==> src/rtl/serial_adder_pkg.sv <==
// Shared types for the bit-serial adder controller: FSM state encoding and default width.
package serial_adder_pkg;
  localparam int WIDTH_DEF = 8;

  typedef enum logic [1:0] {
    IDLE = 2'd0,
    RUN  = 2'd1,
    DONE = 2'd2
  } state_t;
endpackage

==> src/rtl/full_adder.sv <==
// Single-bit full adder cell: the only arithmetic in the serial adder datapath.
module full_adder (
  input  logic x,
  input  logic y,
  input  logic z,
  output logic s,
  output logic c
);
  assign s = x ^ y ^ z;
  assign c = (x & y) | (x & z) | (y & z);
endmodule

==> src/rtl/serial_adder_ctrl.sv <==
// Bit-serial WIDTH-bit adder, LSB first, one bit per clock through a single full_adder.
// Optional SERIAL_ADDER_SUB_EN adds a 'sub' port for a-b via inverted b and forced carry-in.
module serial_adder_ctrl
  import serial_adder_pkg::*;
#(
  parameter int WIDTH = WIDTH_DEF
) (
  input  logic             clk,
  input  logic             rst_n,
  input  logic             start,
  input  logic [WIDTH-1:0] a,
  input  logic [WIDTH-1:0] b,
  input  logic             cin,
`ifdef SERIAL_ADDER_SUB_EN
  input  logic             sub,
`endif
  output logic             ready,
  output logic             busy,
  output logic             done,
  output logic [WIDTH-1:0] sum,
  output logic             cout
);
  localparam int CW = $clog2(WIDTH + 1);

  state_t           state, state_nxt;
  logic [WIDTH-1:0] a_sr, b_sr, sum_sr, sum_shift, b_ld;
  logic             carry, cin_ld, fa_s, fa_c, last, load;
  logic [CW-1:0]    cnt;

  assign last = (cnt == CW'(WIDTH - 1));
  assign load = start && ready;

`ifdef SERIAL_ADDER_SUB_EN
  assign b_ld   = sub ? ~b : b;
  assign cin_ld = sub ? 1'b1 : cin;
`else
  assign b_ld   = b;
  assign cin_ld = cin;
`endif

  full_adder u_fa (
    .x (a_sr[0]),
    .y (b_sr[0]),
    .z (carry),
    .s (fa_s),
    .c (fa_c)
  );

  // New sum bit enters at the MSB so after WIDTH shifts bit 0 lands at sum[0].
  always_comb begin
    sum_shift            = sum_sr >> 1;
    sum_shift[WIDTH-1]   = fa_s;
  end

  always_ff @(posedge clk or negedge rst_n) begin
    if (!rst_n) state <= IDLE;
    else        state <= state_nxt;
  end

  always_comb begin
    state_nxt = state;
    ready     = 1'b0;
    busy      = 1'b0;
    done      = 1'b0;
    case (state)
      IDLE: begin
        ready = 1'b1;
        if (start) state_nxt = RUN;
      end
      RUN: begin
        busy = 1'b1;
        if (last) state_nxt = DONE;
      end
      DONE: begin
        ready     = 1'b1;
        done      = 1'b1;
        state_nxt = start ? RUN : IDLE;
      end
      default: state_nxt = IDLE;
    endcase
  end

  // sum/cout live in their own registers so a back-to-back load of sum_sr
  // does not disturb the previous result.
  always_ff @(posedge clk or negedge rst_n) begin
    if (!rst_n) begin
      a_sr   <= '0;
      b_sr   <= '0;
      sum_sr <= '0;
      carry  <= 1'b0;
      cnt    <= '0;
      sum    <= '0;
      cout   <= 1'b0;
    end else if (load) begin
      a_sr   <= a;
      b_sr   <= b_ld;
      carry  <= cin_ld;
      cnt    <= '0;
      sum_sr <= '0;
    end else if (state == RUN) begin
      a_sr   <= a_sr >> 1;
      b_sr   <= b_sr >> 1;
      sum_sr <= sum_shift;
      carry  <= fa_c;
      cnt    <= cnt + CW'(1);
      if (last) begin
        sum  <= sum_shift;
        cout <= fa_c;
      end
    end
  end
endmodule

==> config.mk <==
export PLATFORM = sky130hd
export DESIGN_NAME = serial_adder_ctrl
export DESIGN_NICKNAME = d
export VERILOG_FILES = /design/src/rtl/serial_adder_pkg.sv /design/src/rtl/full_adder.sv /design/src/rtl/serial_adder_ctrl.sv
export SDC_FILE = /design/constraint.sdc
export NUM_CORES = 1
export LEC_CHECK = 0
export ABC_CLOCK_PERIOD_IN_PS = 1700
export BUFFER_PORTS_ARGS = -buffer_cell sky130_fd_sc_hd__buf_2
export CORE_MARGIN = 10
export CORE_UTILIZATION = 35
export CTS_BUF_LIST = sky130_fd_sc_hd__clkbuf_8 sky130_fd_sc_hd__clkbuf_16
export DETAILED_ROUTE_END_ITERATION = 8
export PLACE_DENSITY = 0.66
export SYNTH_ARGS = -nofsm -noshare
export SYNTH_HDL_FRONTEND = slang
export SYNTH_HIERARCHICAL = 1
export SYNTH_SLANG_ARGS = --single-unit
==> constraint.sdc <==
create_clock -name clk -period 1.7 [get_ports clk]
set_clock_uncertainty 0.15 [all_clocks]
set_input_delay 0.085 -clock clk [delete_from_list [all_inputs] [get_ports clk]]
set_output_delay 0.085 -clock clk [all_outputs]
set_load 0.02 [all_outputs]
==> Word-level counts from Yosys, hierarchy flattened <==
Index checks and enable logic that the tools add are counted.
{ "op_classes": {"add_sub_neg": 1, "eq_ne": 5, "mux": 17, "bitwise": 8, "reduce_logical": 6} }
{ "op_table": {"columns": ["operator", "count"], "rows": [
  ["2-to-1 mux 8 bit", 6],
  ["2-to-1 mux 4 bit", 2],
  ["2-to-1 mux 1 bit", 6],
  ["one-hot mux 2 bit (3 select lines)", 1],
  ["adder 4 x 1 -> 4 bit, second input constant", 1],
  ["equality test 4 x 3 -> 1 bit, second input constant", 1],
  ["2-to-1 mux 2 bit", 2],
  ["inequality test 2 bit, second input constant", 2],
  ["bitwise AND 1 bit", 3],
  ["AND reduction 3 bit", 1],
  ["equality test 2 x 1 -> 1 bit, second input constant", 1],
  ["equality test 2 bit, second input constant", 1],
  ["zero test 2 bit", 1],
  ["bitwise OR 1 bit", 2],
  ["AND reduction 2 bit", 1],
  ["nonzero test 2 bit", 1],
  ["OR reduction 2 bit", 1],
  ["XOR 1 bit", 2],
  ["logical AND 1 bit", 1],
  ["inverter 1 bit", 1]
]} }
{ "word_totals": {"register_bits": 40, "wordCells": 45} }

==> Logic depth before layout (Yosys ltp) <==
Gate-level depths: netlist of the first run.
{ "logic_depth": {"word_depth": 6, "mapped_depth": 6} }

==> By module <==
Netlist of the first run, hierarchy kept.
{ "by_module_without_submodules": {"columns": ["mod", "instances", "cells_per_inst", "area_per_inst_um2", "seq_area_each_um2"], "rows": [
  ["serial_adder_ctrl", 1, 141, 1612.8, 975.9],
  ["full_adder", 1, 1, 20.0, 0.0]
]} }

==> Worst setup path before layout of the first run <==
OpenSTA, ideal clock, no wires.
{ "synth_timing": {"path_type": "register to register", "start": "reg cnt[0]", "end": "reg cout", "setup_time_ns": 0.125, "t_arrival_ns": 1.294, "setup_slack_ns": 0.131, "path_stages_with_launch": 5, "synth_period_minus_slack_ns": 1.569, "cell_sequence": "dfrtp_1 > ha_1 > nand2_1 > nor3_4 > mux2_2"} }
{ "synth_via": {"elab_chain_cells": 2} }
{ "synth_rtl": {"columns": ["item", "line_no", "rtl"], "rows": [
  ["start, declared", "serial_adder_ctrl.sv:28", "logic [CW-1:0] cnt;"],
  ["start signal, assigned", "serial_adder_ctrl.sv:105", "cnt <= cnt + CW'(1);"],
  ["equality test 4 x 3 -> 1 bit", "serial_adder_ctrl.sv:30", "assign last = (cnt == CW'(WIDTH - 1));"],
  ["AND reduction 3 bit (no source line)", null, null],
  ["end signal, assigned", "serial_adder_ctrl.sv:93", "cout <= 1'b0;"],
  ["end signal, assigned", "serial_adder_ctrl.sv:108", "cout <= fa_c;"],
  ["end, declared", "serial_adder_ctrl.sv:21", "output logic cout"]
]} }
No other way between the ends.
A chain may end at the register's enable or synchronous reset.

==> Worst setup path in the final report of the first run <==
Ends and elaborated chain as after synthesis.

==> metrics, run 1 <==
Vias per Instance=4.856; DRT Pass-1 Iters=4; final estimated routing congestion in global placement=0.7769; relative slew slack=0.6739; GRT overflow=0; YS warnings=6; FFs w/ async S/R, synth=1.000; hold slack=0.1175 ns; Die W=88.30 um; Num CTS Buffers=5; vias post-DR=1,214; Setup Fix Bufs, Post-CTS=0; crit path cell chain=ha_1 -> nand2_1 -> nor3_4 -> buf_6 -> mux2_2; IO buf count=31; wire per inst=14.16 um; Yosys reg bits=39; total track usage=0.09828; Final setup viols=0; filler instances=419; H-Tree Level Count=2; TNS Setup=0 ns; Post-DP HPWL=2351 um; peak supply drop=984.9 uV; Die H=88.30 um; predominant post-synthesis flop cell=dfrtp_1; mean area per synthesized cell=11.50 sq um; CTS tree=built; largest net degree at the start of global routing=40; worst skew pair latency=0.28 ns; RSZ-0062 raised after global routing=no; sequential area share after synthesis=0.5977; Final Routed Wirelength=approximately 3500 um; WP data required=1.72 ns; crit path capture type=flop; Core Region=0.004444 sq mm; period utilization=0.9395; synthesized area=roughly 0.0016 sq mm; max-cap viol count=0; final hold violation count=0; Antenna Diode Count=0; die area=0.007797 sq mm; Final Cell Area=0.002127 sq mm; Hold Crit Class=input port to flop; clk root buf=clkbuf_8; # IOs=32; Synth cell types=26; EDFF count, synth=0; leakage power=1.031 nW; worst path arrival time=1.62 ns; row cnt=24; CTS Buffer Depth=2; Post-route DRC=0; Cell Pwr Density=1799 mW/mm^2; Tmin final=1.597 ns; Power, Total=3.826 mW; clk sinks=39; post-route ant nets=0; critical path startpoint category=flop; Placed Area=0.001853 sq mm; Synth Net Count=164; nets@finish=roughly 220; Initial Util=0.3674; fmax=around 0.63 GHz; number of antenna violations at the first check in global routing=0; CP max stage cell=dfrtp_1; first-pass GRT wire length=6168 um; DRT iter0 DRCs=44; Max Slew Vio Count=0; share of layout cells above drive strength 1=0.3030; critical path class=flop to flop; vias in the first global route=~1,200; Syn-to-layout area delta=30.27%; worst stage delay on the critical path=0.39 ns; Worst Path Max Fanout=10; status=finished clean; clock-pin slew on the worst setup and hold paths=approximately 0.08 ns; Worst Max-Slew Pin Slew=0.4892 ns; Post-Synthesis Cells=between 100 and 150
## logic make-up after synthesis
logic type / share of synthesized area
buffers and inverters: 0.03678
AOI/OAI and AO/OA: 0.1203
adders and majority gates: 0.01992
DFF: 0.5977
muxes: 0.08123
and+or+nand+nor: 0.1441
## critical path, delay by kind of cell, from the launching register on
family,cells,cell delay [ns]
mux,1,0.34
buf+inv,1,0.17
fa+ha+maj,1,0.20
simple gates,2,0.24
flops,1,0.39
## per-layer routing
metal	up-vias	wire length [um]	track usage
met5	-	0	0
met4	0	34	0.03084
met3	5	253	0.04228
met2	27	1567	0.1407
met1	573	1685	0.1305
li1	609	-	-
## Yosys cell counts, drive strengths merged (4+ instances only)
master	count	area (sq um)
a22oi	4	30.03
nand3	5	25.02
nand2	28	105.1
a31oi	10	62.56
a22o	10	87.58
mux2	10	112.6
dfrtp	39	975.9
nor2	12	47.55
buf	6	45.04
## through the flow
stage | cells | util | setup slack (ns)
2_1_floorplan | 142 | - | 0.1311
3_3_place_gp | 224 | 0.4169 | 0.1182
3_5_place_dp | 224 | 0.4169 | 0.08062
4_1_cts | 250 | 0.4764 | 0.02627
5_1_grt | 250 | 0.4786 | 0.008577
6_report | 250 | 0.4786 | 0.1028
## path summary, 6_finish.rpt
check                              startpoint              endpoint  slack, ns  cells after the start
setup / recovery           cnt[0]$_DFFE_PN0P_      cout$_DFFE_PN0P_       0.10                      5
hold / removal                          start  state[0]$_DFFE_PN0P_       0.12                      4
setup reg to reg           cnt[0]$_DFFE_PN0P_      cout$_DFFE_PN0P_       0.10                      5
hold reg to reg            sum[4]$_DFFE_PN0P_    sum[4]$_DFFE_PN0P_       0.35                      1
max in group asynchronous               rst_n    sum[4]$_DFFE_PN0P_       0.82                      3
min in group asynchronous               rst_n   a_sr[2]$_DFFE_PN0P_       0.23                      3
## repair_timing
item,in CTS,in global routing
resized for setup,0,3
endpoints found under the hold margin,56,0
setup endpoints to repair,0,10
hold buffers,18,0
## report_power, final
part           total (mW)  internal [mW]  switching, mW
registers            1.62           1.36          0.254
logic                1.61          0.738          0.874
clock network       0.596          0.281          0.315
total                3.83           2.38           1.44
## state kept, by name (all words and copies together), names as in the netlist
name	cells
a_sr	8
b_sr	8
carry	1
cnt	4
cout	1
state	2
sum	8
sum_sr	7
## area by class of cell
cell class | instances | area (sq um) | area share
Timing Repair Buffer | 56 | 395.4 | 0.1859
Sequential cell | 39 | 975.9 | 0.4588
Clock buffer | 5 | 68.82 | 0.03235
Inverter | 2 | 10.01 | 0.004706
Multi-Input combinational cell | 93 | 596.8 | 0.2806
Clock inverter | 3 | 15.01 | 0.007059
Tap cell | 52 | 65.06 | 0.03059
## cell usage in the layout, fill, tap and decap left out, types with 3 or more instances in the layout
cell and n:
dfrtp_1 39, buf_2 31, nand2_1 28, dlygate4sd3_1 18, nor2_1 11, a22o_1 10, mux2_2 10, a31oi_1 10
nand3_1 5, clkbuf_8 5, buf_4 5, a22oi_1 4, clkinv_2 3
(Power assumes the default switching activity.)
==> run 2: changes to the inputs <==
--- a/config.mk
+++ b/config.mk
@@ -5,13 +5,13 @@
 export SDC_FILE = /design/constraint.sdc
 export NUM_CORES = 1
 export LEC_CHECK = 0
-export ABC_CLOCK_PERIOD_IN_PS = 1700
+export ABC_CLOCK_PERIOD_IN_PS = 1300
 export BUFFER_PORTS_ARGS = -buffer_cell sky130_fd_sc_hd__buf_2
 export CORE_MARGIN = 10
 export CORE_UTILIZATION = 35
 export CTS_BUF_LIST = sky130_fd_sc_hd__clkbuf_8 sky130_fd_sc_hd__clkbuf_16
 export DETAILED_ROUTE_END_ITERATION = 8
-export PLACE_DENSITY = 0.66
+export PLACE_DENSITY = 0.68
 export SYNTH_ARGS = -nofsm -noshare
 export SYNTH_HDL_FRONTEND = slang
 export SYNTH_HIERARCHICAL = 1
==> constraint.sdc (replaced) <==
create_clock -name clk -period 1.3 [get_ports clk]
set_clock_uncertainty 0.15 [all_clocks]
set_input_delay 0.065 -clock clk [delete_from_list [all_inputs] [get_ports clk]]
set_output_delay 0.065 -clock clk [all_outputs]
set_load 0.02 [all_outputs]
==> metrics, run 2 (synthesized netlist as in run 1, its figures left out) <==
hold slack=0.09553 ns; nets@finish=roughly 250; worst skew pair latency=0.29 ns; vias post-DR=1,376; status=complete, but fails checks; Num CTS Buffers=5; Placed Area=0.001996 sq mm; final hold violation count=0; worst path arrival time=1.55 ns; RR Startpoint=cnt[0]$_DFFE_PN0P_; Final Worst Setup Slack=-0.2236 ns; failing checks=negative setup slack; max-cap viol count=0; Comb power frac=0.541; delay-heaviest family, CP=flip-flops; Power, Total=7.143 mW; most frequent cells in the layout=dfrtp_1 (39), buf_2 (28), dlygate4sd3_1 (18), buf_6 (17), nand2_1 (15); Syn-to-layout area delta=69.66%; Tmin final=1.524 ns; Sw Share=0.3604; registers with the most flip-flops=a_sr x8, b_sr x8, sum x8; clock-pin slew on the worst setup and hold paths=0.07 ns; Core Region=about 0.0044 sq mm; Worst Path Max Fanout=5; Max Slew Vio Count=0; Final Cell Area=0.002770 sq mm; CP max stage cell=dfrtp_1; Flop pwr share=0.314; peak supply drop=1248 uV; IO buf count=31; Place WS=-0.2670 ns; worst stage delay on the critical path=0.37 ns; leakage power=about 1.3 nW; crit path capture type=flop; Final Routed Wirelength=4619 um; post-route ant nets=0; WP data required=1.32 ns; Pint=~4.6 mW; Final setup viols=39; critical path startpoint category=flop; # IOs=32; final estimated routing congestion in global placement=0.7663; Cell Pwr Density=2579 mW/mm^2; total track usage=0.1219; critical path class=flop to flop; period utilization=1.172; first-pass GRT wire length=7389 um; die area=0.007797 sq mm; Hold Crit Class=input port to flop; vias in the first global route=1,477; CTS tree=built; DRT Pass-1 Iters=4; crit path cell chain=ha_2 -> nand2_2 -> nor3_4 -> buf_6 -> mux2_4; Initial Util=0.3674; number of antenna violations at the first check in global routing=0; crit path launch=cnt[0]$_DFFE_PN0P_; clk sinks=39; share of layout cells above drive strength 1=0.5313; Vias per Instance=4.986; Antenna Diode Count=0; Die H=roughly 88 um; clk root buf=clkbuf_8; CTS Buffer Depth=2; most common library cell in the layout ignoring fill and taps=dfrtp_1; wire per inst=between 15 and 20 um; net switching power=~2.6 mW; H-Tree Level Count=2; Post-DP HPWL=2593 um; GRT overflow=0; largest net degree at the start of global routing=20; relative slew slack=0.7071; Die W=88.30 um; clock power share=0.146; HP Start=start; Post-route DRC=0; row cnt=24; WP buf/inv=1; DRT iter0 DRCs=43; RSZ-0062 raised after global routing=yes; Worst Max-Slew Pin Slew=0.4393 ns; TNS Setup=-5.212 ns; fmax=around 0.66 GHz
==> run 2: worst register-to-register path: cells and delay by family, from the launching register on <==
family        cells  cell delay, ns
flops             1            0.37
mux               1            0.30
simple gates      2            0.23
fa+ha+maj         1            0.20
buf+inv           1            0.16
==> run 2: worst paths after layout <==
kind,endpoint,slack [ns],depth (start not counted)
min reg2reg,b_sr[7]$_DFFE_PN0P_,0.36,1
max reg2reg,sum[5]$_DFFE_PN0P_,-0.22,5
min,state[0]$_DFFE_PN0P_,0.1,4
max,sum[5]$_DFFE_PN0P_,-0.22,5
max in group asynchronous,cnt[0]$_DFFE_PN0P_,0.33,3
min in group asynchronous,a_sr[4]$_DFFE_PN0P_,0.11,2
==> run 2: power groups by stage <==
stage	Combinational [mW]	Sequential, mW	Clock [mW]
after CTS	3.49	2.18	1.06
after global routing	4.16	2.32	1.12
after detailed placement	2.46	2.17	0
after global placement	2.39	2.16	0
final	3.86	2.24	1.04
after floorplan	1.55	2.26	0
==> run 2: final cells by class <==
| class | count | area [sq um] |
|---|---|---|
| fill | 346 | 1674 |
| clock buffer | 6 | 82.58 |
| multi-input combinational | 93 | 817.0 |
| tap | 52 | 65.06 |
| inverter | 2 | 20.02 |
| timing repair buffer | 82 | 774.5 |
| sequential | 39 | 975.9 |
| clock inverter | 2 | 35.03 |
==> run 2: what timing repair did <==
item | in CTS | in global routing
resized for setup | 46 | 33
hold buffers | 18 | 0
pin swaps | 19 | 19
endpoints found under the setup margin | 38 | 40
buffers inserted | 10 | 6
endpoints found under the hold margin | 56 | 0
cloned | 2 | 1
==> run 2: per-layer routing <==
| metal | part of all wire | vias up | global-route usage |
|---|---|---|---|
| met3 | 0.058 | 5 | 0.04136 |
| met1 | 0.43 | 678 | 0.1485 |
| li1 | - | 656 | - |
| met5 | 0 | - | 0 |
| met4 | 0.0080 | 0 | 0.03524 |
| met2 | 0.50 | 37 | 0.2003 |
==> run 2: through the flow <==
stage          utilization  cells
6_report            0.6233    276
4_1_cts             0.5853    271
3_5_place_dp        0.4490    234
3_3_place_gp        0.4490    234
2_1_floorplan            -    142
5_1_grt             0.6233    276
==> run 3: changes to the inputs <==
--- a/config.mk
+++ b/config.mk
@@ -5,13 +5,12 @@
 export SDC_FILE = /design/constraint.sdc
 export NUM_CORES = 1
 export LEC_CHECK = 0
-export ABC_CLOCK_PERIOD_IN_PS = 1300
 export BUFFER_PORTS_ARGS = -buffer_cell sky130_fd_sc_hd__buf_2
 export CORE_MARGIN = 10
-export CORE_UTILIZATION = 35
+export CORE_UTILIZATION = 29
 export CTS_BUF_LIST = sky130_fd_sc_hd__clkbuf_8 sky130_fd_sc_hd__clkbuf_16
 export DETAILED_ROUTE_END_ITERATION = 8
-export PLACE_DENSITY = 0.68
+export PLACE_DENSITY = 0.6
 export SYNTH_ARGS = -nofsm -noshare
 export SYNTH_HDL_FRONTEND = slang
 export SYNTH_HIERARCHICAL = 1
==> metrics, run 3 (synthesized netlist as in run 1, its figures left out) <==
status=complete, but fails checks; failing checks=negative setup slack; hold path depth=4; worst path arrival time=1.53 ns; CTS tree=built; final estimated routing congestion in global placement=0.7329; first-pass GRT wire length=7231 um; Num CTS Buffers=5; Cell Pwr Density=about 2500 mW/mm^2; Worst Path Max Fanout=5; crit path capture type=flop; die area=0.009032 sq mm; period utilization=1.162; Final setup viols=39; leakage power=1.253 nW; critical path class=flop to flop; # IOs=32; max-cap viol count=0; Hold Crit Class=input port to flop; vias in the first global route=1,477; reg-to-reg endpoint=sum[6]$_DFFE_PN0P_; Tmin final=1.511 ns; peak supply drop=1267 uV; Core Util, Final=0.4799; reg2reg path depth=5; Final Worst Setup Slack=-0.2109 ns; Post-route DRC=0; clk root buf=clkbuf_8; number of antenna violations at the first check in global routing=0; total track usage=0.09971; HP Start=start; critical path startpoint category=flop; Core Region=0.005473 sq mm; RSZ-0062 raised after global routing=yes; worst skew pair latency=between 0.2 and 0.3 ns; WP data required=1.32 ns; DRT Pass-1 Iters=4; DRT iter0 DRCs=43; Post-DP HPWL=2677 um; Max Slew Vio Count=0; hold slack=0.1063 ns; Die W=approximately 95 um; H-Tree Level Count=2; CTS Buffer Depth=2; Die H=95.04 um; r2r setup slk=-0.21 ns; row cnt=27; Hold Path Sink=state[0]$_DFFE_PN0P_; relative slew slack=0.8573; clk sinks=39; Vias per Instance=4.582; TNS Setup=-4.449 ns; clock-pin slew on the worst setup and hold paths=0.07 ns; fmax=around 0.66 GHz; nets@finish=244; wire per inst=between 15 and 20 um; share of layout cells above drive strength 1=0.4820; post-route ant nets=0; RR Startpoint=cnt[0]$_DFFE_PN0P_; Power, Total=6.476 mW; final hold violation count=0; registers with the most flip-flops=a_sr x8, b_sr x8, sum x8; Final Routed Wirelength=4435 um; Worst Max-Slew Pin Slew=0.2140 ns; most common library cell in the layout ignoring fill and taps=dfrtp_1; largest net degree at the start of global routing=40; vias post-DR=1,347; most frequent cells in the layout=dfrtp_1 (39), buf_2 (28), dlygate4sd3_1 (18), nand2_1 (17), buf_6 (16); Antenna Diode Count=0; Syn-to-layout area delta=60.84%; Initial Util=0.2984; GRT overflow=0; IO buf count=31
==> run 3: cell count changes in the layout (fill, tap and decap cells not counted), sizes merged <==
| cell | delta |
|---|---|
| nor2 | +1 |
| buf | -3 |
| bufinv | -1 |
| inv | +1 |
| clkinv | -1 |
| clkbuf | +1 |
==> run 3: cell type report <==
type | instances | area [sq um]
inverters | 2 | 15.01
flip-flops and latches | 39 | 975.9
clock buffers | 6 | 82.58
multi-input cells | 94 | 747.0
fillers | 513 | 2846
clock inverters | 1 | 5.005
well taps | 72 | 90.09
repair buffers | 80 | 710.7
==> run 3: power breakdown <==
part / internal, mW / leakage (nW) / switching [mW]
clock network: 0.416 / 0.0470 / 0.395
logic: 1.90 / 0.720 / 1.58
registers: 1.79 / 0.486 / 0.402
==> run 3: metal layers <==
metal	part of all wire	track usage	routed length, um	up-vias
li1	-	-	-	657
met2	0.47	0.1516	2074	24
met1	0.48	0.1318	2150	661
met5	0	0	0	-
met4	0.0063	0.02618	28	0
met3	0.041	0.03535	181	5
==> run 3: what timing repair did <==
item	in CTS	in global routing
cloned	1	2
setup endpoints to repair	39	41
gates resized for setup	41	16
endpoints found under the hold margin	56	0
setup buffers	11	3
hold buffers	18	0
pin swaps	19	23
==> run 3: how the worst max path moves through the flow <==
| stage | cells after the start | from | slack, ns | end |
|---|---|---|---|---|
| after global routing | 5 | cnt[0]$_DFFE_PN0P_ | -0.26 | cout$_DFFE_PN0P_ |
| after global placement | 5 | cnt[0]$_DFFE_PN0P_ | -0.18 | sum[6]$_DFFE_PN0P_ |
| after detailed placement | 5 | cnt[0]$_DFFE_PN0P_ | -0.23 | sum[6]$_DFFE_PN0P_ |
| after floorplan | 4 | cnt[0]$_DFFE_PN0P_ | -0.27 | cout$_DFFE_PN0P_ |
| after CTS | 5 | cnt[0]$_DFFE_PN0P_ | -0.21 | sum[6]$_DFFE_PN0P_ |
| final | 5 | cnt[0]$_DFFE_PN0P_ | -0.21 | sum[6]$_DFFE_PN0P_ |
==> run 3: through the flow <==
step                      instance area, sq um  worst slack, ns  cells
after global placement                    2068          -0.1824    257
final                                     2626          -0.2109    294
after CTS                                 2517          -0.2051    291
after floorplan                           1692          -0.2689    142
after global routing                      2626          -0.2623    294
after detailed placement                  2068          -0.2251    257
==> run 3: critical path, stage by stage, from the launching register on <==
cell     delay (ns)
dfrtp_1        0.36
ha_2           0.19
nand2_2        0.07
nor3_4         0.16
buf_6          0.16
mux2_4         0.30
